===== src/rtl/bldc_main_pkg.sv =====
// Shared constants, types and the commutation table for the BLDC gate-drive controller.
// Phase vectors are one-hot {C,B,A}; a drive word carries high-side and low-side vectors.
package bldc_main_pkg;

    localparam int PWM_W     = 4;
    localparam int DEAD_TIME = 4;
    localparam int DEAD_W    = $clog2(DEAD_TIME);

    localparam logic [PWM_W-1:0] CNT_MAX = '1;

    // Hall code -> step, named high-side phase first, low-side phase second.
    localparam logic [2:0] H_AB = 3'b001;
    localparam logic [2:0] H_AC = 3'b101;
    localparam logic [2:0] H_BC = 3'b100;
    localparam logic [2:0] H_BA = 3'b110;
    localparam logic [2:0] H_CA = 3'b010;
    localparam logic [2:0] H_CB = 3'b011;

    localparam logic [2:0] PH_A = 3'b001;
    localparam logic [2:0] PH_B = 3'b010;
    localparam logic [2:0] PH_C = 3'b100;

    typedef enum logic {
        ST_RUN,
        ST_DEAD
    } dt_state_e;

    typedef struct packed {
        logic [2:0] hi;
        logic [2:0] lo;
    } drive_t;

    // High side and low side always name different phases, so no decoded
    // step can short a leg. Fault codes 000/111 fall to the all-off default.
    function automatic drive_t decode_step(input logic [2:0] h, input logic pwm);
        drive_t d;
        d = '0;
        case (h)
            H_AB:    begin d.hi = PH_A; d.lo = PH_B; end
            H_AC:    begin d.hi = PH_A; d.lo = PH_C; end
            H_BC:    begin d.hi = PH_B; d.lo = PH_C; end
            H_BA:    begin d.hi = PH_B; d.lo = PH_A; end
            H_CA:    begin d.hi = PH_C; d.lo = PH_A; end
            H_CB:    begin d.hi = PH_C; d.lo = PH_B; end
            default: d = '0;
        endcase
        if (!pwm) begin
            d.hi = '0;
        end
        return d;
    endfunction

endpackage


===== src/rtl/bldc_main_pwm_gen.sv =====
// Free-running 16-clock PWM: counter, period-aligned duty register and comparator.
// The duty register only reloads on the 15->0 wrap, so a period never mixes two duties.
module pwm_gen
    import bldc_main_pkg::*;
(
    input  logic             i_clk,
    input  logic             i_rst,
    input  logic [PWM_W-1:0] i_duty,
    output logic             o_pwm
);

    logic [PWM_W-1:0] r_cnt;
    logic [PWM_W-1:0] r_duty;

    // NOTE: non-blocking assignments so every flop samples pre-edge values.
    always_ff @(posedge i_clk or posedge i_rst) begin
        if (i_rst) begin
            r_cnt  <= '0;
            r_duty <= '0;
        end else begin
            r_cnt <= r_cnt + 1'b1;
            if (r_cnt == CNT_MAX) begin
                r_duty <= i_duty;
            end
        end
    end

    assign o_pwm = (r_cnt < r_duty);

endmodule


===== src/rtl/bldc_main.sv =====
// Six-step BLDC commutation: Hall synchronizers, step decode, dead-time blanking
// on every step change, and registered gate drives. PWM comes from pwm_gen.
module bldc_main
    import bldc_main_pkg::*;
(
    input  logic CLK,
    input  logic LOW,
    input  logic H1,
    input  logic H2,
    input  logic H3,
    input  logic D3,
    input  logic D2,
    input  logic D1,
    input  logic D0,
    output logic A_OUT,
    output logic B_OUT,
    output logic C_OUT,
    output logic AA_OUT,
    output logic BB_OUT,
    output logic CC_OUT
);

    logic [2:0]        w_h_raw;
    logic [PWM_W-1:0]  w_duty;
    logic              w_pwm;
    logic              w_change;

    logic [2:0]        r_h_meta;
    logic [2:0]        r_h_sync;
    logic [2:0]        r_h_prev;

    dt_state_e         r_state;
    dt_state_e         w_state_nxt;
    logic [DEAD_W-1:0] r_dead;
    logic [DEAD_W-1:0] w_dead_nxt;
    drive_t            r_drive;
    drive_t            w_drive_nxt;

    assign w_h_raw = {H3, H2, H1};
    assign w_duty  = {D3, D2, D1, D0};

    pwm_gen u_pwm_gen (
        .i_clk  (CLK),
        .i_rst  (LOW),
        .i_duty (w_duty),
        .o_pwm  (w_pwm)
    );

    // r_h_prev resets to the 000 fault code, so the first valid code after
    // reset counts as a change and is blanked like any other step change.
    always_ff @(posedge CLK or posedge LOW) begin
        if (LOW) begin
            r_h_meta <= '0;
            r_h_sync <= '0;
            r_h_prev <= '0;
        end else begin
            r_h_meta <= w_h_raw;
            r_h_sync <= r_h_meta;
            r_h_prev <= r_h_sync;
        end
    end

    assign w_change = (r_h_sync != r_h_prev);

    always_ff @(posedge CLK or posedge LOW) begin
        if (LOW) begin
            r_state <= ST_RUN;
            r_dead  <= '0;
            r_drive <= '0;
        end else begin
            r_state <= w_state_nxt;
            r_dead  <= w_dead_nxt;
            r_drive <= w_drive_nxt;
        end
    end

    // A change in RUN blanks the next output and arms three more blank
    // cycles in DEAD; any further change re-arms, restarting the interval.
    always_comb begin
        // NOTE: defaults first so no branch leaves a signal unassigned (no latch).
        w_state_nxt = r_state;
        w_dead_nxt  = r_dead;
        w_drive_nxt = '0;
        case (r_state)
            ST_RUN: begin
                if (w_change) begin
                    w_state_nxt = ST_DEAD;
                    w_dead_nxt  = DEAD_W'(DEAD_TIME - 1);
                end else begin
                    w_drive_nxt = decode_step(r_h_sync, w_pwm);
                end
            end
            ST_DEAD: begin
                if (w_change) begin
                    w_dead_nxt = DEAD_W'(DEAD_TIME - 1);
                end else if (r_dead == '0) begin
                    w_state_nxt = ST_RUN;
                    w_drive_nxt = decode_step(r_h_sync, w_pwm);
                end else begin
                    w_dead_nxt = r_dead - 1'b1;
                end
            end
            default: begin
                w_state_nxt = ST_RUN;
                w_dead_nxt  = '0;
            end
        endcase
    end

    assign A_OUT  = r_drive.hi[0];
    assign B_OUT  = r_drive.hi[1];
    assign C_OUT  = r_drive.hi[2];
    assign AA_OUT = r_drive.lo[0];
    assign BB_OUT = r_drive.lo[1];
    assign CC_OUT = r_drive.lo[2];

endmodule


===== config.mk =====
export PLATFORM = sky130hd
export DESIGN_NAME = bldc_main
export DESIGN_NICKNAME = d
export VERILOG_FILES = /design/src/rtl/bldc_main_pkg.sv /design/src/rtl/bldc_main_pwm_gen.sv /design/src/rtl/bldc_main.sv
export SDC_FILE = /design/constraint.sdc
export NUM_CORES = 1
export LEC_CHECK = 0
export BUFFER_PORTS_ARGS = -buffer_cell sky130_fd_sc_hd__buf_2
export CAP_MARGIN = 10
export CORE_ASPECT_RATIO = 1.4
export CORE_MARGIN = 1.5
export CORE_UTILIZATION = 39
export DETAILED_ROUTE_END_ITERATION = 8
export GPL_TIMING_DRIVEN = 0
export SYNTH_ARGS = -nofsm -noshare
export SYNTH_HDL_FRONTEND = slang
export SYNTH_SLANG_ARGS = --single-unit

===== constraint.sdc =====
create_clock -name CLK -period 2.76 [get_ports CLK]
set_input_delay 0.414 -clock CLK [delete_from_list [all_inputs] [get_ports CLK]]
set_output_delay 0.414 -clock CLK [all_outputs]
set_load 0.05 [all_outputs]

* Word-level counts from Yosys, hierarchy flattened *
Cells that the tools add are included.

storage, ports and cells
  ROM bits = 0
  memories kept = 0
  latch bits = 0
  output and inout port bits = 6
  input bits = 9
  memory bits (writable) = 0
  register bits after elaboration = 26
  logic and storage cells = 39

operators by class
  multiply operators = 0
  mux-type cells = 14
  divide/modulo/power cells = 0
  $lt $le $gt $ge = 1
  add/sub/neg operators = 2
  reductions and logical operators = 2
  shift-type cells = 0
  bitwise logic cells = 1
  equal/unequal tests = 10

operators with widths
  kind                                                                 number
  6-bit case mux with 6 select lines                                   1
  6-bit 2-to-1 mux                                                     3
  6-bit case mux with 2 select lines                                   1
  3-bit == test (second input constant)                                3
  3-bit by 2-bit == test with 1-bit output (second input constant)     2
  2-bit 2-to-1 mux                                                     3
  4-bit by 1-bit adder with 4-bit output (second input constant)       1
  4-bit == test (second input constant)                                1
  4-bit less-than comparator                                           1
  2-bit case mux with 2 select lines                                   1
  3-bit by 1-bit == test with 1-bit output (second input constant)     1
  1-bit 2-to-1 mux                                                     3
  3-bit 2-to-1 mux                                                     1
  3-bit != test                                                        1
  3-bit != test (second input constant)                                1
  2-bit logical NOT                                                    1
  2-bit != test (second input constant)                                1
  1-bit case mux with 2 select lines                                   1
  2-bit AND reduction                                                  1
  2-bit by 1-bit subtractor with 2-bit output (second input constant)  1
  1-bit NOT                                                            1

* Logic depth before layout (Yosys ltp) *
  depth after elaboration = 6
  mapped depth = 6
  gate-level depth less buffers = 5

* Cells and area by module *
A second synthesis with hierarchy kept.

second synthesis, totals
  cells, all modules = 73
  area total of the unflattened synthesis = 1014.7 um^2

by module, submodules not included
  module     area an instance (um^2)  instances  seq. area each (um^2)  cells an instance
  bldc_main  639.4                    1          450.4                  43
  pwm_gen    375.4                    1          200.2                  30

* Least setup slack after synthesis *
OpenSTA, ideal clock, no wires.

  kind = flip-flop to flip-flop
  start point = register r_h_sync[1]
  end point = register r_drive, in the netlist AA_OUT
  library setup time = 0.080 ns
  arrival = 1.387 ns
  data required time = 2.680 ns
  path slack = 1.293 ns
  path buffers = 1
  clock period less this slack = 1.467 ns
  stages on the path, launching flop included = 5
  cells stage by stage = dfrtp_1 > xor2_1 > or4_1 > buf_6 > nor3b_2

RTL lines
  item                    RTL line         RTL
  start, declared         bldc_main.sv:29  logic [2:0] r_h_sync;
  start signal, assigned  bldc_main.sv:58  r_h_sync <= r_h_meta;
  end signal, assigned    bldc_main.sv:73  r_drive <= w_drive_nxt;
  end, declared           bldc_main.sv:36  drive_t r_drive;

==> flow_summary_export.csv <==
group,metric,value,unit
clock_tree,cts_setup_buffers,0,
worst_hold_path,whs_path_depth,1,
final_layout,n_antenna_cell,0,
timing,post_route_worst_hold_slack,0.194,ns
die,core_region_area,2420,um^2
yosys,ys_seq_area_share,65.4,%
worst_setup_path,worst_r2r_path_depth,4,
die,fp.dieH,62.8,um
routing,detailroute.via_count,550,
clock_tree,cts_max_path_buffers,2,
clock_tree,post_cts.resized_instances,0,
clock_tree,postCtsHoldBufs,0,
routing,drt-vias-per-instance,4.47,
worst_setup_path,setup.worst_path.start,"r_h_sync[1]",
power_and_ir_drop,cellLeakagePower,0.585,nW
worst_setup_path,reg2reg_from,"r_h_sync[1]",
timing,setup_total_negative_slack,0,ns
outcome,run_status,"finished, final reports clean",
worst_setup_path,critPathCaptureType,"flip-flop",
grt,number_of_antenna_violations_at_the_first_check_in_global_routing,0,
die,rows,21,
timing,worst_slew_pin_slew,0.950,ns
placement,dp_hpwl,1000,um
clock_tree,cts_tree,"done",
worst_setup_path,arrival_time_reported_for_the_critical_path_endpoint,1.83,ns
yosys,synth.mux.area_fraction,4.53,%
die,design.die.area,2870,um^2
timing,timing_max_transition_violations_final,0,
power_and_ir_drop,internal_power,0.000552,W
worst_setup_path,crit_path_category,"flip-flop to flip-flop",
yosys,main_synth_ff_type,"sky130_fd_sc_hd__dfrtp_1",
power_and_ir_drop,netSwitchingFraction,19.1,%
final_layout,most_common_cell_after_layout_fill_and_taps_aside,"sky130_fd_sc_hd__dfrtp_1",
grt,grt_start_max_net_pins,27,
timing,timing_hold_violations_final,0,
die,initial_core_util,41.1,%
power_and_ir_drop,worst_ir_drop_vdd,0.000350,V
yosys,synth.lib_cells_used.distinct,18,
yosys,synth_compound_area_share,2.52,%
timing,finalClockSkew,0.00462,ns
worst_hold_path,worst_hold_startpoint,"H1",
final_layout,multiInputGateArea,307,um^2
yosys,synth-warning-count,0,
timing,relSlewSlack,36.6,%
yosys,synth_cells,71,
routing,detail_route.drc_violations,0,
routing,drt_pre_antenna_iters,2,
yosys,synth_top_cell_by_area,"sky130_fd_sc_hd__dfrtp_1",
clock_tree,cts_max_level,1,
yosys,synth_top_family_by_area,"simple AND/OR/NAND/NOR gates",
grt,overflow,0,
yosys,synth_edf_count,0,
yosys,yosys.area_share.simple,12.2,%
clock_tree,cts.sink_count,26,
timing,rsz0062_at_grt,"false",
power_and_ir_drop,clockPowerShare,37.2,%
grt,gr-usage-all-layers,11.5,%
clock_tree,clock_tree_root_buffer_cell,"sky130_fd_sc_hd__clkbuf_4",
clock_tree,numCtsBuffers,3,
worst_hold_path,hold_path_class,"input port to flip-flop",
routing,detail_route.wirelength,1330,um
power_and_ir_drop,power_frac_seq,58.6,%
final_layout,area_growth,16.6,%
yosys,syn_nets,85,
grt,wire_length_of_the_first_global_routing_pass,2400,um
yosys,post_synth_xor_area_fraction,5.28,%
yosys,ys_top_cells_by_area,"sky130_fd_sc_hd__dfrtp_1 (65%), sky130_fd_sc_hd__ha_1 (6.3%), sky130_fd_sc_hd__mux2_2 (4.5%)",
timing,timing.fmax,626,MHz
run,max_cap_violations,0,
worst_setup_path,critical_path.max_fanout,7,
yosys,postSynth.asyncResetShare,100,%
routing,post_drt_wl_per_cell,10.8,um
final_layout,mostFrequentLayoutCells,"sky130_fd_sc_hd__dfrtp_1 (26), sky130_fd_sc_hd__buf_2 (14), sky130_fd_sc_hd__inv_1 (7), sky130_fd_sc_hd__ha_1 (5)",
yosys,synthesis.area,995,um^2
placement,gp_routability_congestion,0.780,
power_and_ir_drop,power-per-cell-area,588,nW/um^2
placement,port_buffers,14,
power_and_ir_drop,power_frac_comb,4.3,%
worst_setup_path,worstPathRequired,2.99,ns
yosys,synth.avg_cell_area,14.0,um^2
clock_tree,worstSkewPairLatency,0.31,ns
yosys,ys_seq_elements,26,
yosys,adder_and_majority_cell_fraction_of_the_synthesized_area,6.29,%
final_layout,seqCellArea,651,um^2
routing,drt.antenna.violating_nets,0,
timing,final.min_clock_period,1.60,ns
timing,final_min_period_over_clock_period,57.9,%
die,ios,15,
routing,drt_iter0_markers,1,
final_layout,fill_cells,249,
worst_setup_path,setup.worst_path.start_class,"flip-flop",
final_layout,number_of_nets_in_the_layout,104,
final_layout,final_core_util,48.0,%
die,die_w,45.7,um
power_and_ir_drop,power.net_switching,0.000130,W
timing,setup_viol,0,
final_layout,layout_cell_share_with_drive_strength_beyond_1,29.2,%
yosys,netlist.area_leader.share,65.4,%
grt,number_of_global_route_vias_before_repair,564,
clock_tree,clock_pin_slew_on_the_worst_setup_and_hold_paths,0.14,ns
-- cell type report --
cell class	count	share of cell area, %
plain buffers	1	0.971
clock inverters	1	2.59
inverters	7	2.27
multi-input cells	37	26.4
clock buffers	3	1.94
well taps	34	3.67
flip-flops and latches	26	56.1
repair buffers	14	6.04
-- cell families after synthesis --
logic type	count (synthesis)
multiplexers	4
flip-flops	26
buffers and inverters	8
AO/OA/AOI/OAI	4
AND/OR/NAND/NOR	18
XOR/XNOR	6
adder cells (fa/ha/maj)	5
-- sequential cells by signal (all words and copies together) (netlist names) --
signal / flops
CC_OUT: 1
BB_OUT: 1
u_pwm_gen.r_duty: 4
AA_OUT: 1
r_dead: 2
C_OUT: 1
r_h_meta: 3
r_h_sync: 3
B_OUT: 1
r_state: 1
r_h_prev: 3
A_OUT: 1
u_pwm_gen.r_cnt: 4
-- power groups by stage --
stage / Sequential, W / Clock, W / Combinational, W
2_1_floorplan: 0.000405 / 0 / 0.0000206
5_1_grt: 0.000402 / 0.000277 / 0.0000344
4_1_cts: 0.000400 / 0.000262 / 0.0000301
3_3_place_gp: 0.000407 / 0 / 0.0000283
3_5_place_dp: 0.000408 / 0 / 0.0000300
6_report: 0.000400 / 0.000254 / 0.0000291
-- worst max-delay path, cell delays in order (launching register included) --
cell and delay (ns):
sky130_fd_sc_hd__dfrtp_1 0.47, sky130_fd_sc_hd__xor2_1 0.18, sky130_fd_sc_hd__or4_1 0.55, sky130_fd_sc_hd__buf_6 0.16, sky130_fd_sc_hd__nor3_1 0.17
-- final timing paths --
kind	to	slack, ns
worst min-delay path	r_h_meta[0]	0.19
worst max-delay path	A_OUT	1.16
worst max register to register	A_OUT	1.16
min in group asynchronous	u_pwm_gen.r_duty[2]	0.29
max in group asynchronous	A_OUT	1.89
worst min register to register	r_h_sync[1]	0.36
-- layer usage --
metal	share of wire (%)	track usage (%)	wire (um)	vias to the layer above
met5	0	0	0	-
met4	1.3	6.62	17	0
met3	2.9	1.73	39	2
met2	53	18.1	704	10
met1	43	14.3	564	265
li1	-	-	-	273
-- cells in the mapped netlist (2+ instances only) --
cell type and instances:
sky130_fd_sc_hd__nand2_1 2, sky130_fd_sc_hd__xor2_1 4, sky130_fd_sc_hd__ha_1 5, sky130_fd_sc_hd__nand3_1 2, sky130_fd_sc_hd__nor3b_2 3, sky130_fd_sc_hd__mux2_2 4
sky130_fd_sc_hd__a21oi_1 2, sky130_fd_sc_hd__o211ai_1 2, sky130_fd_sc_hd__dfrtp_1 26, sky130_fd_sc_hd__inv_1 7, sky130_fd_sc_hd__nor3_1 4, sky130_fd_sc_hd__nand3b_1 3
sky130_fd_sc_hd__xnor2_1 2
-- per-stage QoR --
step / worst slack (ns) / total power [W] / cells / instance area (um^2)
finish: 1.16 / 0.000683 / 123 / 1160
global route: 1.06 / 0.000713 / 123 / 1160
CTS: 1.14 / 0.000693 / 123 / 1160
detailed placement: 1.17 / 0.000438 / 119 / 1110
global placement: 1.19 / 0.000435 / 119 / 1110
floorplan: 1.29 / 0.000426 / 71 / 995
No activity file was read; power rests on OpenSTA's default activity.
